$ cat src/rtl/cordic_arbiter.sv
// cordic_arbiter: shares one iterative CORDIC core among N_REQ requesters (round-robin, optional ownership lock, done watchdog).
// Latency: accept at T, cor_enable at T+1, rsp_valid one cycle after cor_done (or TIMEOUT cycles into WAIT on abort).
// Backpressure: requesters hold req_valid until their req_ready strobe; one operation in flight, other requests wait.
module cordic_arbiter #(
  parameter int N_REQ   = 3,
  parameter int DW      = 32,
  parameter int TIMEOUT = 64
) (
  input  logic                       clk,
  input  logic                       rst_n,
  input  logic [N_REQ-1:0]           req_valid,
  output logic [N_REQ-1:0]           req_ready,
  input  logic [N_REQ*DW-1:0]        req_x,
  input  logic [N_REQ*DW-1:0]        req_y,
  input  logic [N_REQ*DW-1:0]        req_z,
  input  logic [N_REQ-1:0]           req_mode,
  input  logic [N_REQ-1:0]           req_lock,
  output logic [N_REQ-1:0]           rsp_valid,
  output logic [DW-1:0]              rsp_x,
  output logic [DW-1:0]              rsp_y,
  output logic [DW-1:0]              rsp_z,
  output logic                       rsp_err,
  output logic                       cor_enable,
  output logic                       cor_select,
  output logic [DW-1:0]              cor_x_in,
  output logic [DW-1:0]              cor_y_in,
  output logic [DW-1:0]              cor_z_in,
  input  logic                       cor_done,
  input  logic [DW-1:0]              cor_x_out,
  input  logic [DW-1:0]              cor_y_out,
  input  logic [DW-1:0]              cor_z_out,
  output logic                       busy,
  output logic [$clog2(N_REQ)-1:0]   owner
);

  localparam int IW = $clog2(N_REQ);
  localparam int TW = $clog2(TIMEOUT);
  localparam logic [TW-1:0] TIMER_LAST = TW'(TIMEOUT - 1);

  typedef enum logic [1:0] {
    S_IDLE  = 2'd0,
    S_ISSUE = 2'd1,
    S_WAIT  = 2'd2,
    S_RESP  = 2'd3
  } state_t;

  state_t          state_q, state_d;
  logic [TW-1:0]   timer_q, timer_d;
  logic            lock_q, lock_d;
  logic [IW-1:0]   rr_q;
  logic [IW-1:0]   owner_q;

  // Latched operation of the current owner
  logic [DW-1:0]   op_x_q, op_y_q, op_z_q;
  logic            op_mode_q, op_lock_q;

  // Result registers, held until the next response
  logic [DW-1:0]   rsp_x_q, rsp_y_q, rsp_z_q;
  logic            rsp_err_q;

  // Arbitration result and FSM strobes
  logic            grant_vld;
  logic [IW-1:0]   grant_idx;
  logic [IW-1:0]   cand;
  logic [IW-1:0]   rr_next;
  logic            accept;
  logic            cap_done;
  logic            cap_tmo;

  // Grant: locked owner only, else first valid requester from the rr pointer upward with wrap
  always_comb begin
    grant_vld = 1'b0;
    grant_idx = '0;
    cand      = '0;
    if (lock_q) begin
      grant_vld = req_valid[owner_q];
      grant_idx = owner_q;
    end else begin
      // Walk offsets from far to near so the nearest valid requester wins
      for (int i = N_REQ - 1; i >= 0; i--) begin
        cand = IW'((int'(rr_q) + i) % N_REQ);
        if (req_valid[cand]) begin
          grant_vld = 1'b1;
          grant_idx = cand;
        end
      end
    end
  end

  // Pointer moves just past the winner so every requester gets a turn
  always_comb begin
    rr_next = IW'((int'(grant_idx) + 1) % N_REQ);
  end

  // FSM next state, timer, lock flag and handshake strobes
  always_comb begin
    state_d    = state_q;
    timer_d    = timer_q;
    lock_d     = lock_q;
    accept     = 1'b0;
    cap_done   = 1'b0;
    cap_tmo    = 1'b0;
    cor_enable = 1'b0;
    req_ready  = '0;
    rsp_valid  = '0;
    case (state_q)
      S_IDLE: begin
        if (grant_vld) begin
          req_ready[grant_idx] = 1'b1;
          accept               = 1'b1;
          state_d              = S_ISSUE;
        end
      end
      S_ISSUE: begin
        cor_enable = 1'b1;
        timer_d    = '0;
        state_d    = S_WAIT;
      end
      S_WAIT: begin
        // done has priority over a timeout in the same cycle
        if (cor_done) begin
          cap_done = 1'b1;
          state_d  = S_RESP;
        end else if (timer_q == TIMER_LAST) begin
          cap_tmo = 1'b1;
          state_d = S_RESP;
        end else begin
          timer_d = timer_q + 1'b1;
        end
      end
      S_RESP: begin
        rsp_valid[owner_q] = 1'b1;
        // An aborted operation always releases ownership
        lock_d  = rsp_err_q ? 1'b0 : op_lock_q;
        state_d = S_IDLE;
      end
      default: begin
        state_d = S_IDLE;
      end
    endcase
  end

  // FSM state, watchdog timer and lock flag registers
  always_ff @(posedge clk or negedge rst_n) begin
    if (!rst_n) begin
      state_q <= S_IDLE;
      timer_q <= '0;
      lock_q  <= 1'b0;
    end else begin
      state_q <= state_d;
      timer_q <= timer_d;
      lock_q  <= lock_d;
    end
  end

  // Latch the winner's operands, owner and rr pointer on accept
  always_ff @(posedge clk or negedge rst_n) begin
    if (!rst_n) begin
      op_x_q    <= '0;
      op_y_q    <= '0;
      op_z_q    <= '0;
      op_mode_q <= 1'b0;
      op_lock_q <= 1'b0;
      owner_q   <= '0;
      rr_q      <= '0;
    end else if (accept) begin
      op_x_q    <= req_x[grant_idx*DW +: DW];
      op_y_q    <= req_y[grant_idx*DW +: DW];
      op_z_q    <= req_z[grant_idx*DW +: DW];
      op_mode_q <= req_mode[grant_idx];
      op_lock_q <= req_lock[grant_idx];
      owner_q   <= grant_idx;
      rr_q      <= rr_next;
    end
  end

  // Capture CORDIC results on done, or clear them and flag an error on timeout
  always_ff @(posedge clk or negedge rst_n) begin
    if (!rst_n) begin
      rsp_x_q   <= '0;
      rsp_y_q   <= '0;
      rsp_z_q   <= '0;
      rsp_err_q <= 1'b0;
    end else if (cap_done) begin
      rsp_x_q   <= cor_x_out;
      rsp_y_q   <= cor_y_out;
      rsp_z_q   <= cor_z_out;
      rsp_err_q <= 1'b0;
    end else if (cap_tmo) begin
      rsp_x_q   <= '0;
      rsp_y_q   <= '0;
      rsp_z_q   <= '0;
      rsp_err_q <= 1'b1;
    end
  end

  // CORDIC operands come straight from the latched registers, so they stay stable through WAIT
  assign cor_select = op_mode_q;
  assign cor_x_in   = op_x_q;
  assign cor_y_in   = op_y_q;
  assign cor_z_in   = op_z_q;

  assign rsp_x   = rsp_x_q;
  assign rsp_y   = rsp_y_q;
  assign rsp_z   = rsp_z_q;
  assign rsp_err = rsp_err_q;

  assign busy  = (state_q != S_IDLE) || lock_q;
  assign owner = owner_q;

endmodule

$ cat config.mk
export PLATFORM = sky130hd
export DESIGN_NAME = cordic_arbiter
export DESIGN_NICKNAME = d
export VERILOG_FILES = /design/src/rtl/cordic_arbiter.sv
export SDC_FILE = /design/constraint.sdc
export NUM_CORES = 1
export LEC_CHECK = 0
export ABC_AREA = 1
export CELL_PAD_IN_SITES_DETAIL_PLACEMENT = 1
export CELL_PAD_IN_SITES_GLOBAL_PLACEMENT = 1
export CORE_AREA = 2 2 231 233
export CTS_CLUSTER_DIAMETER = 60
export DETAILED_ROUTE_END_ITERATION = 7
export DIE_AREA = 0 0 233 235
export PLACE_DENSITY = 0.78
export SLEW_MARGIN = 25
export SYNTH_ARGS = -nofsm -noshare
export SYNTH_HDL_FRONTEND = slang
export SYNTH_SLANG_ARGS = --single-unit
$ cat constraint.sdc
create_clock -name clk -period 2.15 [get_ports clk]
set_clock_uncertainty 0.1 [all_clocks]
set_input_delay 0.43 -clock clk [delete_from_list [all_inputs] [get_ports clk]]
set_output_delay 0.43 -clock clk [all_outputs]
set_load 0.02 [all_outputs]
==> results of run 1 <==
## flip-flops by register name, indices dropped and copies added (netlist names)
name        count
op_lock_q       1
rsp_x          32
cor_x_in       32
lock_q          1
cor_z_in       32
cor_select      1
rsp_z          32
timer_q         6
state_q         2
rsp_y          32
rr_q            2
owner           2
rsp_err         1
cor_y_in       32
## synth_stat cells (all sizes together)
cell | n | area (um2)
nand2 | 497 | 1870
nand4 | 3 | 18.8
nand3 | 369 | 1860
a21oi | 8 | 40.0
nand3b | 85 | 638
buf | 70 | 359
dfrtp | 208 | 5200
nor3 | 4 | 20.0
o21ai | 9 | 48.8
inv | 139 | 522
nor2 | 59 | 239
ha | 9 | 113
clkbuf | 32 | 120
## critical path: stages (launching register included)
cell and delay (ns):
dfrtp_2 0.45, inv_2 0.09, ha_4 0.19, clkinv_4 0.09, buf_4 0.14, buf_4 0.13
nand2_2 0.05, nand2_2 0.07, o21ai_4 0.08, nand2_4 0.08, buf_6 0.12, ha_4 0.14
inv_2 0.06, nor2_4 0.04, buf_12 0.13
## worst paths after layout
check / start / endpoint / slack, ns / depth (start not counted)
max in group asynchronous: rst_n / cor_y_in[22] / 1.00 / 3
setup reg to reg: rr_q[1] / cor_z_in[6] / -0.68 / 21
min in group clk: cor_z_out[27] / rsp_z[27] / 0.28 / 3
setup / recovery: rr_q[1] / req_ready[2] / -0.84 / 14
hold / removal: rst_n / cor_z_in[21] / 0.22 / 2
hold reg to reg: rsp_y[5] / rsp_y[5] / 0.39 / 2
## final cells by class
class | instances | area (um2)
tap | 688 | 861
inverter | 139 | 534
clock buffer | 32 | 779
antenna | 7 | 17.5
clock inverter | 25 | 319
fill | 6023 | 30100
multi-input combinational | 1043 | 6420
sequential | 208 | 5210
timing repair buffer | 756 | 8020
## per-layer routing
metal  wire length, um  track usage [%]
met5                28                0
met4              2020             7.41
met3              5320             6.60
met2             32900             40.1
met1             23400             23.4
## cell families after synthesis
logic type,count (synthesis)
AOI/OAI and AO/OA,17
adders and majority gates,9
buffers and inverters,241
DFF,208
and+or+nand+nor,1017
## where the power goes
part	total, mW	switching, mW	internal, mW
logic	26.2	15.1	11.1
clock network	5.47	2.17	3.30
registers	6.92	1.12	5.80
total	38.6	18.4	20.2
## what timing repair did
action	CTS	global route
gates resized for setup	249	243
endpoints found under the setup margin	166	139
hold buffers	1	0
hold endpoints to repair	40	0
cloned	14	0
pin swaps	15	38
buffers inserted	24	29
==> impl_metrics.tcl, run 1 <==
set metrics [dict create \
    synth_area_um2 11100 \
    fin_nets 2584 \
    clockRootBuffer "clkbuf_16" \
    synthCells 1492 \
    track_usage_pct 21.8 \
    grt_pass1_wl_mm 91.5 \
    post-place-ws_ns -0.772 \
    final_cell_mix "502 x clkdlybuf4s50_1, 464 x nand2_1, 206 x dfrtp_1" \
    dp.cells 2776 \
    fin_cells 2898 \
    hold_violations 0 \
    worst_slew_pin_slew_ns 0.495 \
    grt_pass1_vias 15130 \
    clkSlewWorstSetupHoldPaths_ns 0.07 \
    fin_crit_ns 2.99 \
    synth-xor-area-share_pct 0 \
    synth.area.mux_share_pct 0 \
    final_common_cell "clkdlybuf4s50_1" \
    critPathCaptureType "output port" \
    die-area_um2 54800 \
    post-dp-hpwl_mm 42.1 \
    antenna_found_initial 8 \
    first_pass_iters 4 \
    overflow 0 \
    die_w_um 233 \
    via_per_inst 4.72 \
    first_iter_violations 463 \
    synth_adder_area_share_pct 1.02 \
    clock_sinks 208 \
    worst_ir_drop_vdd_mv 0.918 \
    setup_violations 105 \
    ys_seq_elements 208 \
    rsz0062_at_grt "yes" \
    cp-start-kind "flip-flop" \
    cp.arrival_ns 2.46 \
    maxCapViolCount 0 \
    cp_max_fo 6 \
    critical_path_class "reg -> out" \
    required_ns 1.62 \
    num_vias 13684 \
    rows 84 \
    io_pins 600 \
    area_delta_synth_final_pct 100 \
    outcome "finished, violations left" \
    h-tree-depth 1 \
    gp_congestion 0.897 \
    synth_top_family_by_area "simple AND/OR/NAND/NOR gates" \
    syn-num-nets 1897 \
    setup_slack_ns -0.836 \
    ys_types 24 \
    p_leak_nw 10.7 \
    post-route-period-util_pct 139 \
    synth_area_per_cell_um2 7.41 \
    drive_gt1_share_pct 21.3 \
    initial_utilization_pct 21.2 \
    relSlewSlack_pct 67.0 \
    core_um2 52200 \
    max_freq_mhz 335 \
    violations "negative setup slack" \
    yosysSeqAreaShare_pct 47.1 \
    cellPowerDensity_nw_per_um2 1740 \
    cts_tree "yes" \
    numPortBuffers 599 \
    yosysWarnings 0 \
    clock_latency_ns 0.59 \
    grt_max_degree 97 \
    die_y_um 235 \
    numCtsBuffers 31 \
    fin_tns_setup_ns -62.15 \
    final_util_pct 42.4 \
    whs_ns 0.220 \
    fin_area_um2 22200 \
    drc 0 \
    cts_buffer_depth 3 \
    synthSimpleGateAreaFrac_pct 42.0 \
    synth-compound-area-share_pct 0.804 \
    dpl_cell_area_um2 18600 \
    wl_mm 63.7 \
    hp-class "in -> async" \
    drv_slew 0 \
    ant_nets 0 \
    power_mw 38.6 \
    routedWlPerCell_um 22.0 \
]
(Power assumes the default switching activity.)
==> run 2, diff against run 1 <==
- CORE_AREA: 2 2 231 233 -> 2 2 233 235
- DIE_AREA: 0 0 233 235 -> 0 0 235 237
- PLACE_DENSITY: 0.78 -> 0.75
- clock period: 2.15 -> 3.8 ns (I/O delays scaled with it)
==> run 2 against run 1 <==
  * Sequential power decreased by 43%
  * Sequential share of layout area increased by 4.0 points
  * Count of clock-buffer cells in the layout increased by 11
  * First-iteration DRC count increased by 17%
  * Wire length decreased by 13%
  * Critical endpoint is now req_ready[1]
  * The flow now finishes without violations
  * Global-route usage decreased by 2.7 points
  * Largest power group unchanged
  * Hold slack got worse by 0.12 ns
==> impl_metrics.tcl, run 2 (same netlist as run 1, synthesis figures left out) <==
set metrics [dict create \
    cts_buffer_depth 3 \
    fin_tns_setup_ns 0 \
    num_vias 12625 \
    grt_pass1_wl_mm 82.7 \
    cpMostUsedCell "inv_1" \
    drv_slew 0 \
    whs_ns 0.0991 \
    relSlewSlack_pct 36.2 \
    required_ns 2.94 \
    maxCapViolCount 0 \
    final.fill_count 6357 \
    power_mw 17.3 \
    met3_length_mm 4.70 \
    fin_cells 2775 \
    area_delta_synth_final_pct 71.4 \
    wl_mm 55.2 \
    p_leak_nw 8.84 \
    numPortBuffers 599 \
    io_pins 600 \
    routed.top_layer "met5" \
    antenna_found_initial 10 \
    fin_crit_ns 3.54 \
    drc 0 \
    cp-start-kind "flip-flop" \
    cts_tree "yes" \
    final_cell_mix "595 x clkdlybuf4s50_1, 492 x nand2_1, 367 x nand3_1" \
    grt_max_degree 99 \
    critical_path_class "reg -> out" \
    clockRootBuffer "clkbuf_16" \
    m1WireLength_mm 21.7 \
    cpMaxStageDelayCell "dfrtp_1" \
    final_common_cell "clkdlybuf4s50_1" \
    critPathCaptureType "output port" \
    worst_ir_drop_vdd_mv 0.939 \
    gp_congestion 0.851 \
    cpPeakStageDelay_ns 0.39 \
    outcome "complete, no violations" \
    path_cells "inv_1 > ha_1 > inv_2 > o21ai_1 > nor2_1 > nor2_2 > nand3_1 > nand2_4 > inv_1 > nand2_1 > inv_1 > dlygate4sd2_1" \
    cts_hold_buffers 0 \
    first_pass_iters 5 \
    post-route-period-util_pct 93.2 \
    post-dp-hpwl_mm 40.1 \
    dp.cells 2715 \
    drive_gt1_share_pct 4.82 \
    rsz0062_at_grt "no" \
    track_usage_pct 19.1 \
    fin_area_um2 18900 \
    die-area_um2 55700 \
    clock_latency_ns 0.57 \
    clock_sinks 208 \
    grt_pass1_vias 13507 \
    core_um2 53300 \
    cp.arrival_ns 2.68 \
    wl_met2_mm 26.9 \
    worst_slew_pin_slew_ns 0.956 \
    h-tree-depth 1 \
    cp_max_fo 6 \
    initial_utilization_pct 20.7 \
    max_freq_mhz 282 \
    first_iter_violations 541 \
    rows 85 \
    hold_violations 0 \
    numCtsBuffers 30 \
    die_y_um 237 \
    routedWlPerCell_um 19.9 \
    dpl_cell_area_um2 17800 \
    critPathBufInv 5 \
    hp-class "in -> async" \
    overflow 0 \
    setup_violations 0 \
    ant_nets 0 \
    fin_nets 2456 \
    cpLargestDelayFamily "simple AND/OR/NAND/NOR gates" \
    via_per_inst 4.55 \
    cellPowerDensity_nw_per_um2 912 \
    die_w_um 235 \
    clkSlewWorstSetupHoldPaths_ns 0.05 \
]
==> run 2: changes by cell type in the layout (fill, tap and decap cells not counted), moves of 26 or more <==
cell,before,now
nand2_1,464,492
buf_4,84,22
buf_6,26,0
dlygate4sd2_1,58,1
nand3_4,54,1
buf_12,36,10
clkdlybuf4s50_1,502,595
nand3_1,203,367
dlymetal6s2s_1,28,0
nand3_2,112,1
==> run 2: area by class of cell <==
cell class | count | area (um2) | area share (%)
inverters | 139 | 523 | 2.76
well taps | 696 | 871 | 4.60
repair buffers | 629 | 6340 | 33.5
multi-input cells | 1043 | 4900 | 25.9
clock buffers | 43 | 911 | 4.81
diodes | 6 | 15.0 | 0.0792
clock inverters | 11 | 173 | 0.911
flip-flops and latches | 208 | 5200 | 27.5
==> run 2: path summary, 6_finish.rpt <==
check	startpoint	end	slack, ns	cells past startpoint
setup / recovery	rr_q[0]	req_ready[1]	0.26	12
hold / removal	rst_n	cor_y_in[31]	0.1	1
setup reg to reg	rr_q[0]	cor_z_in[9]	0.88	13
hold reg to reg	cor_y_in[25]	cor_y_in[25]	0.39	2
max in group asynchronous	rst_n	rsp_y[29]	2.64	2
min in group clk	cor_y_in[25]	cor_y_in[25]	0.39	2
==> run 2: what timing repair did <==
action | 4_1_cts | 5_1_grt
endpoints found under the setup margin | 1 | 0
resized for setup | 2 | 0
setup buffers | 0 | 0
==> run 2: per-layer routing <==
| metal | vias to the layer above | GRT usage [%] |
|---|---|---|
| met1 | 6143 | 22.0 |
| met3 | 99 | 6.24 |
| li1 | 5895 | - |
| met4 | 8 | 7.15 |
| met5 | - | 0 |
| met2 | 480 | 32.9 |
==> run 2: power breakdown <==
| part | leakage [nW] | total, mW | switching (mW) | internal (mW) |
|---|---|---|---|---|
| clock | 0.532 | 3.03 | 1.10 | 1.93 |
| combinational | 5.72 | 10.3 | 6.48 | 3.84 |
| sequential | 2.59 | 3.93 | 0.652 | 3.28 |
==> run 2: per-stage QoR <==
step	worst slack, ns	utilization, %
2_1_floorplan	0.849	-
3_3_place_gp	0.137	33.5
3_5_place_dp	0.138	33.5
4_1_cts	0.208	35.5
5_1_grt	0.0302	35.6
6_report	0.259	35.6
==> RTL edit 1: new RTL, flow settings as in run 1 <==
`DW`: 32 -> 36.
--- a/src/rtl/cordic_arbiter.sv
+++ b/src/rtl/cordic_arbiter.sv
@@ -3,7 +3,7 @@
 // Backpressure: requesters hold req_valid until their req_ready strobe; one operation in flight, other requests wait.
 module cordic_arbiter #(
   parameter int N_REQ   = 3,
-  parameter int DW      = 32,
+  parameter int DW      = 36,
   parameter int TIMEOUT = 64
 ) (
   input  logic                       clk,
Interface: changed (12 resized); port bits go from 600 to 672. No check against the original RTL was run, so the function may have changed too.
==> RTL edit 1 against run 1 <==
The run still ends with negative setup slack left; setup slack better by 0.024 ns; wire length increased by 16%; total power up 26%; non-clock buffer count grew 111; maximum frequency is 0.80% higher; final area grew 12%; synthesized area rose by 15%; sequential cell count increased by 24; core utilization increased by 5.0 points; global-route usage up 4.3 points.
==> RTL edit 1: results (changes against run 1) <==
worst_setup_path:
  r2r-end: "cor_y_in[6]$_DFFE_PN0P_"
  r2r-start: "rr_q[0]$_DFFE_PN0P_"
  critical_path_arrival_ns: 2.43  # -0.03 ns
  crit_family: "simple AND/OR/NAND/NOR gates"
  worstSetupStartpoint: "rr_q[1]$_DFFE_PN0P_"
  crit_fanout: 5  # -1
  reg2regPathDepth: 22  # +4.8%
power:
  vdd_drop_max_mv: 1.08  # +17%
  p_leak_nw: 12.5  # +17%
  switching_share_pct: 46.2  # -1.6 points
synth:
  yosys-top-cells-area: "dfrtp_1 (46%), nand2_1 (27%), nand3_1 (14%), inv_1 (5.3%), buf_2 (1.7%)"
  yosys-top-cells-count: "nand2_1 (919), nand3_1 (348), dfrtp_1 (232)"
  synth_nets: 2335  # +23%
  ys_seq_area_share_pct: 45.7  # -1.4 points
  yosysWarnings: 0  # unchanged
  ys_types: 26  # +8.3%
  synth.avg_cell_area_sq_um: 6.75  # -8.9%
layout:
  diodes: 0  # -7
  layout-drive-gt1-share_pct: 14.2  # -7.2 points
  nets: 3124  # +21%
timing:
  fin_setup_tns_ns: -78.13  # -15.97 ns
  holdWs_ns: 0.331  # +0.111 ns
  setup_slack_ns: -0.812  # +0.0236 ns
  setup_viol: 118  # +12%
  relSlewSlack_pct: 60.0  # -7.0 points
placed_design:
  post-dp-hpwl_microns: 47100  # +12%
  dp_cells: 3215  # +16%
  placed_cell_area_sq_um: 20800  # +12%
  numPortBuffers: 671  # +12%
drt:
  avgRoutedWirePerCell_microns: 21.8  # -0.99%
  dr_total_vias: 16016  # +17%
  vias_per_cell: 4.73  # +0.26%
global_route:
  grt_max_degree: 109  # +12%
  grt_pass1_wl_microns: 109000  # +19%
  grt_pass1_vias: 17717  # +17%
  antenna_found_initial: 1  # -7
  grt_usage_pct: 26.1  # +4.3 points
clocking:
  cts.clk_slew.worst_paths_ns: 0.06
  clkLatencyLatePin_ns: 0.54  # -0.05 ns
  cts_made_buffers: 36  # +16%
status:
  violations: "negative setup slack"
  outcome: "complete, but fails checks"
min_path:
  holdCritPathClass: "primary input to flip-flop"
## RTL edit 1: power groups by stage
stage	Clock (mW)	Combinational, mW	Sequential, mW
CTS	6.06	34.4	7.73
global placement	0	23.2	7.62
global route	6.23	37.4	7.96
finish	5.92	35.2	7.75
floorplan	0	10.8	9.88
detailed placement	0	23.9	7.75
## RTL edit 1: cell type report
type                            instances  area [sq um]
Sequential cell                       232          5810
Timing Repair inverter                  3          56.3
Clock inverter                         16           164
Tap cell                              688           861
Fill cell                            6153         27400
Inverter                              188           743
Clock buffer                           46          1020
Multi-Input combinational cell       1343          6210
Timing Repair Buffer                  867          9920
## RTL edit 1: what timing repair did
| item | in CTS | in global routing |
|---|---|---|
| pin swaps | 46 | 23 |
| setup buffers | 53 | 5 |
| hold buffers | 1 | 0 |
| resized for setup | 243 | 57 |
| cloned | 47 | 1 |
| setup endpoints to repair | 146 | 133 |
| endpoints found under the hold margin | 36 | 0 |
## RTL edit 1: per-layer routing
| layer | up-vias | wire length (microns) | part of all wire, % | track usage [%] |
|---|---|---|---|---|
| li1 | 7400 | - | - | - |
| met1 | 7772 | 27100 | 37 | 28.4 |
| met2 | 637 | 36400 | 49 | 45.7 |
| met3 | 205 | 5580 | 7.6 | 6.84 |
| met4 | 2 | 4590 | 6.2 | 14.8 |
| met5 | - | 13 | 0.018 | 0 |
## RTL edit 1: kinds of logic (layout without fill, tap and decap cells)
logic type               count (synthesis)  after routing  share of synthesized area, %
buffers and inverters                  307           1120                          9.98
flip-flops                             232            232                          45.7
XOR/XNOR                                 1              1                        0.0690
AO/OA/AOI/OAI                           18             18                         0.788
AND/OR/NAND/NOR                       1315           1315                          42.6
adder cells (fa/ha/maj)                  9              9                         0.886
==> RTL edit 2: new RTL, settings of run 1 <==
Made on the original files. The 4 states of `state_t` get a one-hot encoding in 4 bits.
--- a/src/rtl/cordic_arbiter.sv
+++ b/src/rtl/cordic_arbiter.sv
@@ -37,11 +37,11 @@
   localparam int TW = $clog2(TIMEOUT);
   localparam logic [TW-1:0] TIMER_LAST = TW'(TIMEOUT - 1);
 
-  typedef enum logic [1:0] {
-    S_IDLE  = 2'd0,
-    S_ISSUE = 2'd1,
-    S_WAIT  = 2'd2,
-    S_RESP  = 2'd3
+  typedef enum logic [3:0] {
+    S_IDLE  = 4'b0001,
+    S_ISSUE = 4'b0010,
+    S_WAIT  = 4'b0100,
+    S_RESP  = 4'b1000
   } state_t;
 
   state_t          state_q, state_d;
Check against the original RTL: same outputs for any inputs over 4 cycles, from zero or initial values and one cycle with rst_n low; so few cycles prove little.
==> RTL edit 2 against run 1 <==
The flow still finishes with violations (negative setup slack); setup slack lost 0.15 ns; final area grew 3.3%; core utilization grew 1.4 points; total power grew 27%; worst hold slack gained 0.079 ns; wire length grew 11%; register-to-register slack lost 0.12 ns; sequential cell count grew 2; cell count shrank 2.2%; synthesized area grew 2.3%; clock power shrank 8.8%; global-route usage grew 2.0 points; critical path type unchanged.
==> RTL edit 2: results (changes against run 1) <==
clocking:
  h-tree-depth: 1  # unchanged
  cts_made_buffers: 31  # unchanged
  clkLatencyLatePin_ns: 0.57  # -0.02 ns
  cts.clk_slew.worst_paths_ns: 0.06
  clockBufferDepth: 3  # unchanged
  cts-root-buf: "clkbuf_16"
synth:
  yosys-top-cells-count: "inv_1 (255), dfrtp_1 (209), a21oi_1 (205)"
  synth_fa_ha_area_share_pct: 0.553  # -0.47 points
  synth.area.mux_share_pct: 0.0885  # +0.089 points
  yosysWarnings: 0  # unchanged
  ys_async_sr_fraction_pct: 100  # unchanged
  ys_seq_area_share_pct: 46.5  # -0.60 points
  synth_nets: 1826  # -3.7%
  ys_types: 34  # +42%
  synthXorXnorAreaFrac_pct: 0.0775  # +0.077 points
  synth_compound_area_share_pct: 17.2  # +16 points
  yosys-top-cells-area: "dfrtp_1 (46%), a21oi_1 (9.1%), nand3_1 (9.0%), inv_1 (8.5%), a22o_1 (7.4%)"
  synthCells: 1425  # -4.5%
drt:
  first_pass_iters: 5  # +1
  wirelength_microns: 70500  # +11%
  dr_total_vias: 13515  # -1.2%
  drt_iter0_markers: 624  # +35%
  drc: 0  # unchanged
  vias_per_cell: 4.77  # +1.0%
placed_design:
  post-dp-hpwl_microns: 40500  # -3.7%
  gp_congestion: 0.896  # -0.16%
  numPortBuffers: 599  # unchanged
  pre_cts_ws_ns: -1.17  # -0.398 ns
  dp_cells: 2685  # -3.3%
timing:
  worst_pin_slew_ns: 0.961  # +0.466 ns
  fin_setup_tns_ns: -71.66  # -9.50 ns
  setup_viol: 111  # +5.7%
  slew_viol_final: 0  # unchanged
  setup_slack_ns: -0.989  # -0.154 ns
  hold_violations: 0  # unchanged
power:
  p_int_mw: 25.5  # +27%
  vdd_drop_max_mv: 0.958  # +4.4%
  p_leak_nw: 10.8  # +1.0%
worst_setup_path:
  critical_path_arrival_ns: 2.61  # +0.15 ns
  critPathSlowestCell: "dfrtp_2"
  crit_fanout: 6  # unchanged
  cpPeakStageDelay_ns: 0.44
  r2r-start: "rr_q[1]$_DFFE_PN0P_"
  crit_family: "adder cells"
  reg2regPathDepth: 21  # unchanged
  r2r-end: "cor_z_in[11]$_DFFE_PN0P_"
  rrSetupSlack_ns: -0.80  # -0.12 ns
min_path:
  holdCritPathClass: "primary input to asynchronous set/reset pin"
global_route:
  grt_usage_pct: 23.8  # +2.0 points
  grt_max_degree: 99  # +2.1%
  grt_pass1_wl_microns: 97900  # +7.0%
  grt_pass1_vias: 14975  # -1.0%
  antenna_found_initial: 10  # +2
status:
  violations: "negative setup slack"
  outcome: "complete, but fails checks"
layout:
  nets: 2514  # -2.7%
  layout-drive-gt1-share_pct: 25.7  # +4.3 points
## RTL edit 2: area by class of cell
cell class	count	area, sq um
diodes	12	30.0
flip-flops and latches	210	5260
repair buffers	748	8550
repair inverters	1	16.3
inverters	327	1290
well taps	688	861
clock inverters	9	103
multi-input cells	794	5890
clock buffers	45	888
fillers	5834	29300
## RTL edit 2: worst max path at each step
stage,start,end,slack (ns),cells after the start
2_1_floorplan,rr_q[0]$_DFFE_PN0P_,req_ready[0],-0.13,14
3_3_place_gp,req_valid[1],req_ready[2],-1.03,13
3_5_place_dp,req_valid[1],req_ready[2],-1.17,13
4_1_cts,rr_q[0]$_DFFE_PN0P_,req_ready[2],-0.89,15
5_1_grt,rr_q[0]$_DFFE_PN0P_,req_ready[0],-1.04,13
6_report,rr_q[1]$_DFFE_PN0P_,req_ready[2],-0.99,12
## RTL edit 2: routing by layer
layer  GRT usage, %  wire (microns)
met5              0              27
met4           9.03            2670
met3           3.62            3630
met2           41.7           35400
met1           29.1           28900
## RTL edit 2: stage by stage
step | instance area [sq um] | hold slack [ns]
floorplan | 11400 | 0.0344
global placement | 18500 | 0.295
detailed placement | 18500 | 0.304
CTS | 21900 | 0.303
global route | 22900 | 0.328
finish | 22900 | 0.299
## RTL edit 2: cell families after synthesis
group,Yosys count
DFF,210
AOI/OAI and AO/OA,314
xor gates and xnor gates,1
muxes,1
and+or+nand+nor,473
buffers and inverters,421
adders and majority gates,5
## RTL edit 2: repair_timing
| item | 4_1_cts | 5_1_grt |
|---|---|---|
| endpoints found under the hold margin | 44 | 0 |
| buffers inserted | 26 | 11 |
| gates cloned | 33 | 15 |
| pin swaps | 106 | 119 |
| setup endpoints to repair | 145 | 228 |
| hold buffers | 1 | 0 |
| gates resized for setup | 397 | 142 |
## RTL edit 2: power groups by stage
stage               registers [mW]  logic (mW)  clock network, mW
CTS                           7.24        34.4               5.07
global placement              7.16        22.5                  0
detailed placement            7.27        23.1                  0
global route                  7.49        38.6               5.24
finish                        7.29        36.8               4.99
floorplan                     9.20        10.8                  0
## RTL edit 2: worst register-to-register path, stage by stage (launching register included)
cell	delay (ns)
dfrtp_2	0.44
ha_4	0.33
inv_6	0.06
nand2_4	0.07
nand3_2	0.08
nand2_2	0.11
nand2_2	0.08
buf_6	0.12
nand2_2	0.08
nand2_2	0.05
nand2_2	0.07
nand2_4	0.08
buf_6	0.12
buf_6	0.10
buf_8	0.12
buf_12	0.13
buf_16	0.15
buf_6	0.13
buf_16	0.13
nand3_2	0.06
nand3_2	0.08
a21oi_2	0.16
